$ cat src/rtl/mem_arb_pkg.sv
// Shared codes, state type and the load-result extension helper for mem_arbiter.
package mem_arb_pkg;

  // Request codes driven on mem_req; 2'b11 is treated as no request.
  localparam logic [1:0] REQ_NONE  = 2'b00;
  localparam logic [1:0] REQ_LOAD  = 2'b01;
  localparam logic [1:0] REQ_STORE = 2'b10;

  // Access size codes driven on mem_size; 2'b11 behaves as a word.
  localparam logic [1:0] SZ_B = 2'b00;
  localparam logic [1:0] SZ_H = 2'b01;
  localparam logic [1:0] SZ_W = 2'b10;

  // Current owner reported on if_or_mem.
  localparam logic [1:0] OWN_IDLE = 2'b00;
  localparam logic [1:0] OWN_IF   = 2'b01;
  localparam logic [1:0] OWN_MEM  = 2'b10;

  typedef enum logic [1:0] {
    ST_IDLE = 2'b00,
    ST_RUN  = 2'b01,
    ST_DONE = 2'b10
  } state_t;

  // Number of RAM bytes a request of the given size touches.
  function automatic logic [2:0] size_bytes(input logic [1:0] size);
    case (size)
      SZ_B:    size_bytes = 3'd1;
      SZ_H:    size_bytes = 3'd2;
      default: size_bytes = 3'd4;
    endcase
  endfunction

  // Sign- or zero-extend the low byte/halfword of an assembled word.
  function automatic logic [31:0] extend(input logic [1:0] size, input logic sign,
                                         input logic [31:0] word);
    case (size)
      SZ_B:    extend = {{24{sign & word[7]}}, word[7:0]};
      SZ_H:    extend = {{16{sign & word[15]}}, word[15:0]};
      default: extend = word;
    endcase
  endfunction

endpackage

$ cat src/rtl/mem_arbiter.sv
// Byte-serialising arbiter between IF fetches and MEM loads/stores on a
// single-port, byte-wide synchronous RAM. MEM wins ties; IF can be flushed.
module mem_arbiter
  import mem_arb_pkg::*;
(
  input  logic        clk,
  input  logic        rst,
  input  logic        if_req,
  input  logic [31:0] if_addr,
  input  logic        if_flush,
  output logic        if_done,
  output logic [31:0] if_data,
  input  logic [1:0]  mem_req,
  input  logic [1:0]  mem_size,
  input  logic        mem_sign,
  input  logic [31:0] mem_addr,
  input  logic [31:0] mem_wdata,
  output logic        mem_done,
  output logic [31:0] mem_rdata,
  output logic [1:0]  if_or_mem,
  output logic [31:0] ram_a,
  output logic        ram_wr,
  output logic [7:0]  ram_dout,
  input  logic [7:0]  ram_din
);

  state_t      state_q, state_d;
  logic [1:0]  own_q, own_d;
  logic [31:0] addr_q, addr_d;
  logic        store_q, store_d;
  logic [1:0]  size_q, size_d;
  logic        sign_q, sign_d;
  logic [31:0] wdata_q, wdata_d;
  logic [2:0]  n_q, n_d;
  // k_q counts edges since accept: it is the next byte to issue while
  // k_q < n_q, and k_q-2 is the byte whose data is on ram_din this cycle.
  logic [2:0]  k_q, k_d;
  logic [31:0] buf_q, buf_d;
  logic [31:0] ram_a_q, ram_a_d;
  logic        ram_wr_q, ram_wr_d;
  logic [7:0]  ram_dout_q, ram_dout_d;
  logic        if_done_q, if_done_d;
  logic        mem_done_q, mem_done_d;
  logic [31:0] if_data_q, if_data_d;
  logic [31:0] mem_rdata_q, mem_rdata_d;

  logic [31:0] issue_addr;
  logic [1:0]  cap_idx;
  logic [31:0] buf_cap;
  logic        mem_valid;

  // Next-state and output decode for the IDLE/RUN/DONE sequencer.
  always_comb begin
    state_d     = state_q;
    own_d       = own_q;
    addr_d      = addr_q;
    store_d     = store_q;
    size_d      = size_q;
    sign_d      = sign_q;
    wdata_d     = wdata_q;
    n_d         = n_q;
    k_d         = k_q;
    buf_d       = buf_q;
    ram_a_d     = ram_a_q;
    ram_wr_d    = 1'b0;
    ram_dout_d  = ram_dout_q;
    if_done_d   = 1'b0;
    mem_done_d  = 1'b0;
    if_data_d   = if_data_q;
    mem_rdata_d = mem_rdata_q;

    // Address arithmetic wraps naturally at 32 bits.
    issue_addr = addr_q + {29'd0, k_q};
    cap_idx    = 2'(k_q - 3'd2);
    buf_cap    = buf_q;
    buf_cap[{cap_idx, 3'b000} +: 8] = ram_din;
    mem_valid  = (mem_req == REQ_LOAD) || (mem_req == REQ_STORE);

    case (state_q)
      ST_IDLE: begin
        if (mem_valid) begin
          own_d    = OWN_MEM;
          addr_d   = mem_addr;
          store_d  = (mem_req == REQ_STORE);
          size_d   = mem_size;
          sign_d   = mem_sign;
          wdata_d  = mem_wdata;
          n_d      = size_bytes(mem_size);
          k_d      = 3'd1;
          buf_d    = 32'd0;
          ram_a_d  = mem_addr;
          state_d  = ST_RUN;
          if (mem_req == REQ_STORE) begin
            ram_wr_d   = 1'b1;
            ram_dout_d = mem_wdata[7:0];
          end
        end else if (if_req && !if_flush) begin
          own_d    = OWN_IF;
          addr_d   = if_addr;
          store_d  = 1'b0;
          size_d   = SZ_W;
          sign_d   = 1'b0;
          wdata_d  = 32'd0;
          n_d      = 3'd4;
          k_d      = 3'd1;
          buf_d    = 32'd0;
          ram_a_d  = if_addr;
          state_d  = ST_RUN;
        end
      end

      ST_RUN: begin
        if ((own_q == OWN_IF) && if_flush) begin
          // Abandon the fetch silently; any bytes in flight are discarded.
          state_d = ST_IDLE;
          own_d   = OWN_IDLE;
        end else if (store_q) begin
          if (k_q == n_q) begin
            mem_done_d = 1'b1;
            state_d    = ST_DONE;
          end else begin
            ram_a_d    = issue_addr;
            ram_wr_d   = 1'b1;
            ram_dout_d = wdata_q[{k_q[1:0], 3'b000} +: 8];
            k_d        = k_q + 3'd1;
          end
        end else begin
          if (k_q < n_q) begin
            ram_a_d = issue_addr;
          end
          if (k_q >= 3'd2) begin
            buf_d = buf_cap;
          end
          k_d = k_q + 3'd1;
          // The last byte arrives two edges after its address was issued.
          if (k_q == (n_q + 3'd1)) begin
            state_d = ST_DONE;
            if (own_q == OWN_IF) begin
              if_data_d = buf_cap;
              if_done_d = 1'b1;
            end else begin
              mem_rdata_d = extend(size_q, sign_q, buf_cap);
              mem_done_d  = 1'b1;
            end
          end
        end
      end

      ST_DONE: begin
        // Requests are ignored here so requesters can drop them after done.
        state_d = ST_IDLE;
        own_d   = OWN_IDLE;
      end

      default: begin
        state_d = ST_IDLE;
        own_d   = OWN_IDLE;
      end
    endcase
  end

  // State and output registers; reset aborts any transfer without a done pulse.
  always_ff @(posedge clk) begin
    if (rst) begin
      state_q     <= ST_IDLE;
      own_q       <= OWN_IDLE;
      addr_q      <= 32'd0;
      store_q     <= 1'b0;
      size_q      <= SZ_B;
      sign_q      <= 1'b0;
      wdata_q     <= 32'd0;
      n_q         <= 3'd0;
      k_q         <= 3'd0;
      buf_q       <= 32'd0;
      ram_a_q     <= 32'd0;
      ram_wr_q    <= 1'b0;
      ram_dout_q  <= 8'd0;
      if_done_q   <= 1'b0;
      mem_done_q  <= 1'b0;
      if_data_q   <= 32'd0;
      mem_rdata_q <= 32'd0;
    end else begin
      state_q     <= state_d;
      own_q       <= own_d;
      addr_q      <= addr_d;
      store_q     <= store_d;
      size_q      <= size_d;
      sign_q      <= sign_d;
      wdata_q     <= wdata_d;
      n_q         <= n_d;
      k_q         <= k_d;
      buf_q       <= buf_d;
      ram_a_q     <= ram_a_d;
      ram_wr_q    <= ram_wr_d;
      ram_dout_q  <= ram_dout_d;
      if_done_q   <= if_done_d;
      mem_done_q  <= mem_done_d;
      if_data_q   <= if_data_d;
      mem_rdata_q <= mem_rdata_d;
    end
  end

  assign if_done   = if_done_q;
  assign if_data   = if_data_q;
  assign mem_done  = mem_done_q;
  assign mem_rdata = mem_rdata_q;
  assign if_or_mem = own_q;
  assign ram_a     = ram_a_q;
  assign ram_wr    = ram_wr_q;
  assign ram_dout  = ram_dout_q;

endmodule

$ cat config.mk
export PLATFORM = sky130hd
export DESIGN_NAME = mem_arbiter
export DESIGN_NICKNAME = d
export VERILOG_FILES = /design/src/rtl/mem_arb_pkg.sv /design/src/rtl/mem_arbiter.sv
export SDC_FILE = /design/constraint.sdc
export NUM_CORES = 1
export LEC_CHECK = 0
export BUFFER_PORTS_ARGS = -buffer_cell sky130_fd_sc_hd__buf_2
export CAP_MARGIN = 20
export CELL_PAD_IN_SITES_DETAIL_PLACEMENT = 0
export CELL_PAD_IN_SITES_GLOBAL_PLACEMENT = 1
export CORE_ASPECT_RATIO = 1.25
export CORE_MARGIN = 8
export CORE_UTILIZATION = 40
export DETAILED_ROUTE_END_ITERATION = 7
export PLACE_DENSITY_LB_ADDON = 0.3
export SKIP_CTS_REPAIR_TIMING = 1
export SYNTH_ARGS = -nofsm -noshare
export SYNTH_HDL_FRONTEND = slang
export SYNTH_SLANG_ARGS = --single-unit
$ cat constraint.sdc
create_clock -name clk -period 3.7 [get_ports clk]
set_input_delay 0.555 -clock clk [delete_from_list [all_inputs] [get_ports clk]]
set_output_delay 0.555 -clock clk [all_outputs]
set_load 0.02 [all_outputs]
Word-level counts from Yosys, hierarchy flattened:

Cells that the tools add are included.
Widths: inputs -> output; s select.

* reductions and logical operators: 20
* mux-type cells: 57
* $lt $le $gt $ge: 2
* eq/ne operators: 21
* shifts and indexed selects: 3
* add/sub/neg operators: 5
* divide/modulo/power cells: 0
* bitwise gates (word level): 7
* multipliers: 0

Operators by type and width (count)
* $mux 32: 12
* $pmux 32 s2: 3
* $mux 8: 5
* $add 32x3->32: 1
* $bwmux 32: 1
* $shift 8x7->32 const A: 1
* $shiftx 32x6->8: 1
* $shiftx 8x7->32: 1
* $mux 3: 7
* $mux 2: 10
* $reduce_and 5->1: 4
* $ne 2x2->1 const B: 8
* $pmux 8 s2: 1
* $mux 1: 13
* $pmux 3 s2: 2
* $eq 2x1->1 const B: 5
* $ne 3x3->1 const B: 3
* $ne 4x4->1 const B: 2
* $pmux 2 s2: 2
* $neg 5->7: 1
* $add 3x1->3 const B: 2
* $eq 3x3->1: 2
* $logic_not 2->1: 3
* $reduce_and 6->1: 1
* 16 further kinds: 24

* bits in latches: 0
* RAM bits: 0
* logic and storage cells: 132
* register bits after elaboration: 217
* output and inout bits: 109
* memories: 0
* ROM bits: 0

Logic depth before layout (Yosys ltp):

* word-level depth: 8
* gate-level depth with buffers: 12
* depth with buffers taken out: 8

Worst setup path before layout:

No wires, ideal clock.

* path kind: reg2reg
* from: register k_q[0]
* to: register mem_rdata_q[22] (netlist: mem_rdata[22])
* path slack: 0.672 ns
* setup time: 0.136 ns
* buffers on the path: 3
* required time: 3.564 ns
* cell stages (with the launch flop): 12
* period minus slack after synthesis: 3.028 ns
* data arrival time: 2.892 ns
* cells stage by stage: dfxtp_1 -> buf_1 -> inv_1 -> ha_1 -> nor2b_1 -> clkbuf_1 -> nand3_1 -> o21ai_0 -> or2_2 -> a41oi_4 -> buf_4 -> a211oi_1

* word-level cells in the longest chain between the ends: 6
* elaborated cells on any way between the ends: 10
* classes of those cells: add/sub (2); eq/ne (1); shift (2); mux (2); bitwise (2); reduce/logical (1)

Ends and longest elaborated chain
* start: declaration: line mem_arbiter.sv:37 `logic [2:0] k_q, k_d;`
* start signal: assignment: line mem_arbiter.sv:191 `k_q <= k_d;`
* $sub 2x2->2: line mem_arbiter.sv:74 `cap_idx = 2'(k_q - 3'd2);`
* $neg 5->7: line mem_arbiter.sv:76 `buf_cap[{cap_idx, 3'b000} +: 8] = ram_din;`
* $shiftx 8x7->32 / $shift 8x7->32 (equally long branches): line mem_arbiter.sv:76
* $bwmux 32: line mem_arbiter.sv:76
* $and 1x1->1, on equally long branches: line mem_arb_pkg.sv:39, mem_arb_pkg.sv:38
* $pmux 32 s2: line mem_arb_pkg.sv:37 `case (size)`
* end signal: assignment: line mem_arbiter.sv:199 `mem_rdata_q <= mem_rdata_d;`
* end: declaration: line mem_arbiter.sv:45 `logic [31:0] mem_rdata_q, mem_rdata_d;`

Parallel ways exist; a longest one is shown, timed or not.
A chain may end at the register's enable or synchronous reset.

Final worst setup path:

* from: register state_q[1]
* to: register ram_a_q[29] (netlist: ram_a[29])

* word-level cells in the longest chain between the ends: 3
* elaborated cells on any way between the ends: 9
* classes of those cells: eq/ne (5); mux (1); reduce/logical (3)

Ends and longest elaborated chain
* start: declaration: line mem_arbiter.sv:27 `state_t state_q, state_d;`
* start signal: assignment: line mem_arbiter.sv:183 `state_q <= state_d;`
* $eq 2x1->1 / $logic_not 2->1 (equally long branches): line mem_arbiter.sv:79 `case (state_q)`
* $ne 3x3->1 (no line), or another cell as far along
* $reduce_and 5->1 (no line)
* end signal: assignment: line mem_arbiter.sv:193 `ram_a_q <= ram_a_d;`
* end: declaration: line mem_arbiter.sv:39 `logic [31:0] ram_a_q, ram_a_d;`

Parallel ways exist; a longest one is shown, timed or not.

==> flow_metrics.tcl <==
set metrics [dict create \
    status "complete, no violations" \
    ant_nets 0 \
    timing.critical_path.from "state_q[1]$_SDFFE_PP0P_" \
    regToRegSetupSlack_ns 0.78 \
    peakVddDrop_mv 0.297 \
    worstPathMaxFanout 22 \
    fin_ws_ns 0.784 \
    totalNegativeSetupSlack_ns 0 \
    drtIter0Drc 293 \
    synth_edf_count 0 \
    max_slew.worst_pin.slew_ns 0.733 \
    drive_gt1_share_pct 23.6 \
    drv_cap 0 \
    die_h_um 191 \
    grtUsageTotal_pct 18.8 \
    final-max-slew-violation-count 0 \
    rsz0062_at_grt "false" \
    power.leakage_nw 4.79 \
    port_buffers 221 \
    clk_latency_ns 0.50 \
    cts_buffers 23 \
    via_count 8487 \
    min_period_ns 2.92 \
    cts.path.max_buffers 3 \
    clk_pin_slew_worst_paths_ns 0.06 \
    relSlewSlack_pct 51.1 \
    seq_power_share_pct 43.0 \
    coreArea_sq_mm 0.0242 \
    cp-start-kind "flip-flop" \
    synthesis.instances 1119 \
    switching_power_mw 2.06 \
    ys_seq_area_share_pct 44.6 \
    path_class "reg2reg" \
    avgSynthCellArea_sq_um 8.71 \
    pre_cts_ws_ns 0.812 \
    fin_crit_sh_pct 78.8 \
    crit_required_ns 4.15 \
    r2r_end "ram_a[29]$_SDFFE_PP0P_" \
    whs_endpoint "wdata_q[8]$_SDFFE_PP0P_" \
    hold_viol 0 \
    die_x_um 156 \
    grt_pass1_vias 8489 \
    setup_viol 0 \
    min_path_type "in2reg" \
    dp_cells 1606 \
    wl_per_cell_um 17.2 \
    layout.cells.non_filler 1646 \
    fmax_mhz 343 \
    arrival_ns 3.37 \
    io-pin-count 222 \
    antenna_found_initial 2 \
    grt-ovfl-total 0 \
    antenna_cells 0 \
    skew_ns 0.0151 \
    grt_max_degree 102 \
    most-common-layout-cells "220 x buf_2, 217 x dfxtp_1, 153 x nand2_1" \
    pwr-share-comb_pct 22.8 \
    area_growth_pct 21.4 \
    initial_core_util_pct 40.3 \
    dieArea_sq_mm 0.0296 \
    synth_fp_nets 1247 \
    layout_commonest_cell "buf_2" \
    htree_levels 1 \
    reg2reg_depth 7 \
    hold_depth 2 \
    p_per_area_mw_per_mm2 541 \
    synth_cell_types 62 \
    cts_root_buffer "clkbuf_16" \
    dp_hpwl_um 20100 \
    nNetsFinal 1429 \
    gp_congestion 0.795 \
    fp-row-count 64 \
    finalWirelength_um 28300 \
    cts.sinks 217 \
    grt_pass1_wl_um 45700 \
    clockPowerShare_pct 34.2 \
    cp-end-kind "flip-flop" \
    netlist_area_sq_mm 0.00974 \
    yosysWarnings 0 \
    ys.flop_type "dfxtp_1" \
    cts_tree "yes" \
    via_per_inst 5.16 \
    placed_area_sq_mm 0.0111 \
    async_reset_ff_share_pct 0 \
    drt_drc_violations_left 0 \
    swShare_pct 32.3 \
    p_int_mw 4.33 \
    first_pass_iters 5 \
    final_area_sq_mm 0.0118 \
    min-delay-start "mem_wdata[8]" \
    ys_ff_latch 217 \
    rr_startpoint "state_q[1]$_SDFFE_PP0P_" \
]
==> sequential cells by signal (all words and copies together) (netlist names), 2 cells and up <==
| signal | cells |
|---|---|
| addr_q | 32 |
| buf_q | 32 |
| if_data | 32 |
| if_or_mem | 2 |
| k_q | 3 |
| mem_rdata | 32 |
| n_q | 3 |
| ram_a | 32 |
| ram_dout | 8 |
| size_q | 2 |
| state_q | 2 |
| wdata_q | 32 |
==> worst max path at each step <==
stage	to	slack (ns)	cells after the start
after global routing	mem_rdata[17]$_SDFFE_PP0P_	0.53	8
after floorplan	mem_rdata[22]$_SDFFE_PP0P_	0.67	11
after detailed placement	ram_a[29]$_SDFFE_PP0P_	0.81	7
after global placement	ram_a[29]$_SDFFE_PP0P_	0.87	7
after CTS	ram_a[29]$_SDFFE_PP0P_	0.79	7
final	ram_a[29]$_SDFFE_PP0P_	0.78	7
==> worst max-delay path: stages, from the launching register on <==
cell,delay (ns)
dfxtp_1,0.61
nand2b_2,0.56
nor2_1,0.21
nor2_1,0.50
nor2_1,0.12
buf_4,0.23
nor2_1,0.41
a22o_1,0.21
==> metal layers <==
metal,share of wire (%),routed length (um),up-vias,global-route usage [%]
li1,-,-,4318,-
met1,42,11800,3934,22.4
met2,50,14200,194,33.7
met3,6.0,1690,37,4.06
met4,1.9,530,4,4.82
met5,0.092,26,-,0
==> kinds of logic after synthesis <==
kind of cell / Yosys count / synth area share (%)
buf+inv: 118 / 4.89
xor+xnor: 30 / 2.85
fa+ha+maj: 15 / 2.00
compound gates: 265 / 19.1
mux: 65 / 7.72
flops: 217 / 44.6
simple gates: 409 / 18.9
==> synth_stat cells, drive strengths merged, types with 2 or more instances <==
master  instances  share of area [%]
nor2          137                5.3
nand4           7               0.45
a21oi          69                3.5
a31oi          12               0.83
a21boi          2               0.15
dfxtp         217                 45
o211ai         17                1.3
inv            36                1.4
nand2         153                5.9
a22o           35                3.1
a211oi         70                5.9
a32o            6               0.62
o22ai           5               0.32
xor2           16                1.4
nor2b          14               0.92
and3            2               0.13
or3             3               0.24
nor4           11               0.86
buf            20                1.1
and2            3               0.19
nand2b          8               0.59
clkbuf         62                2.4
o21ai          33                1.7
or4             2               0.15
or2             4               0.26
mux2i          56                5.8
nor3           18                1.1
a311oi          8               0.72
xnor2          13                1.2
mux4            8                1.8
ha             14                1.8
and4            4               0.36
nand3          37                1.9
==> metrics by stage <==
step | total power [mW] | hold slack (ns) | util [%]
after floorplan | 3.77 | 0.432 | -
after global placement | 4.26 | 0.438 | 46.0
after detailed placement | 4.28 | 0.443 | 46.0
after CTS | 6.48 | 0.241 | 48.9
after global routing | 6.74 | 0.258 | 48.9
final | 6.40 | 0.263 | 48.9
==> power by group through the flow <==
| stage | clock (mW) | sequential (mW) | combinational, mW |
|---|---|---|---|
| after floorplan | 0 | 2.89 | 0.875 |
| final | 2.19 | 2.75 | 1.46 |
| after global placement | 0 | 2.79 | 1.46 |
| after detailed placement | 0 | 2.80 | 1.48 |
| after global routing | 2.34 | 2.78 | 1.62 |
| after CTS | 2.24 | 2.75 | 1.48 |
==> layout make-up <==
type | count | area [sq um]
clock buffer | 33 | 663
clock inverter | 7 | 43.8
fill | 2446 | 12400
inverter | 36 | 135
multi-input combinational | 784 | 4960
sequential | 217 | 4340
tap | 330 | 413
timing repair buffer | 239 | 1270
(Power assumes the default switching activity.)
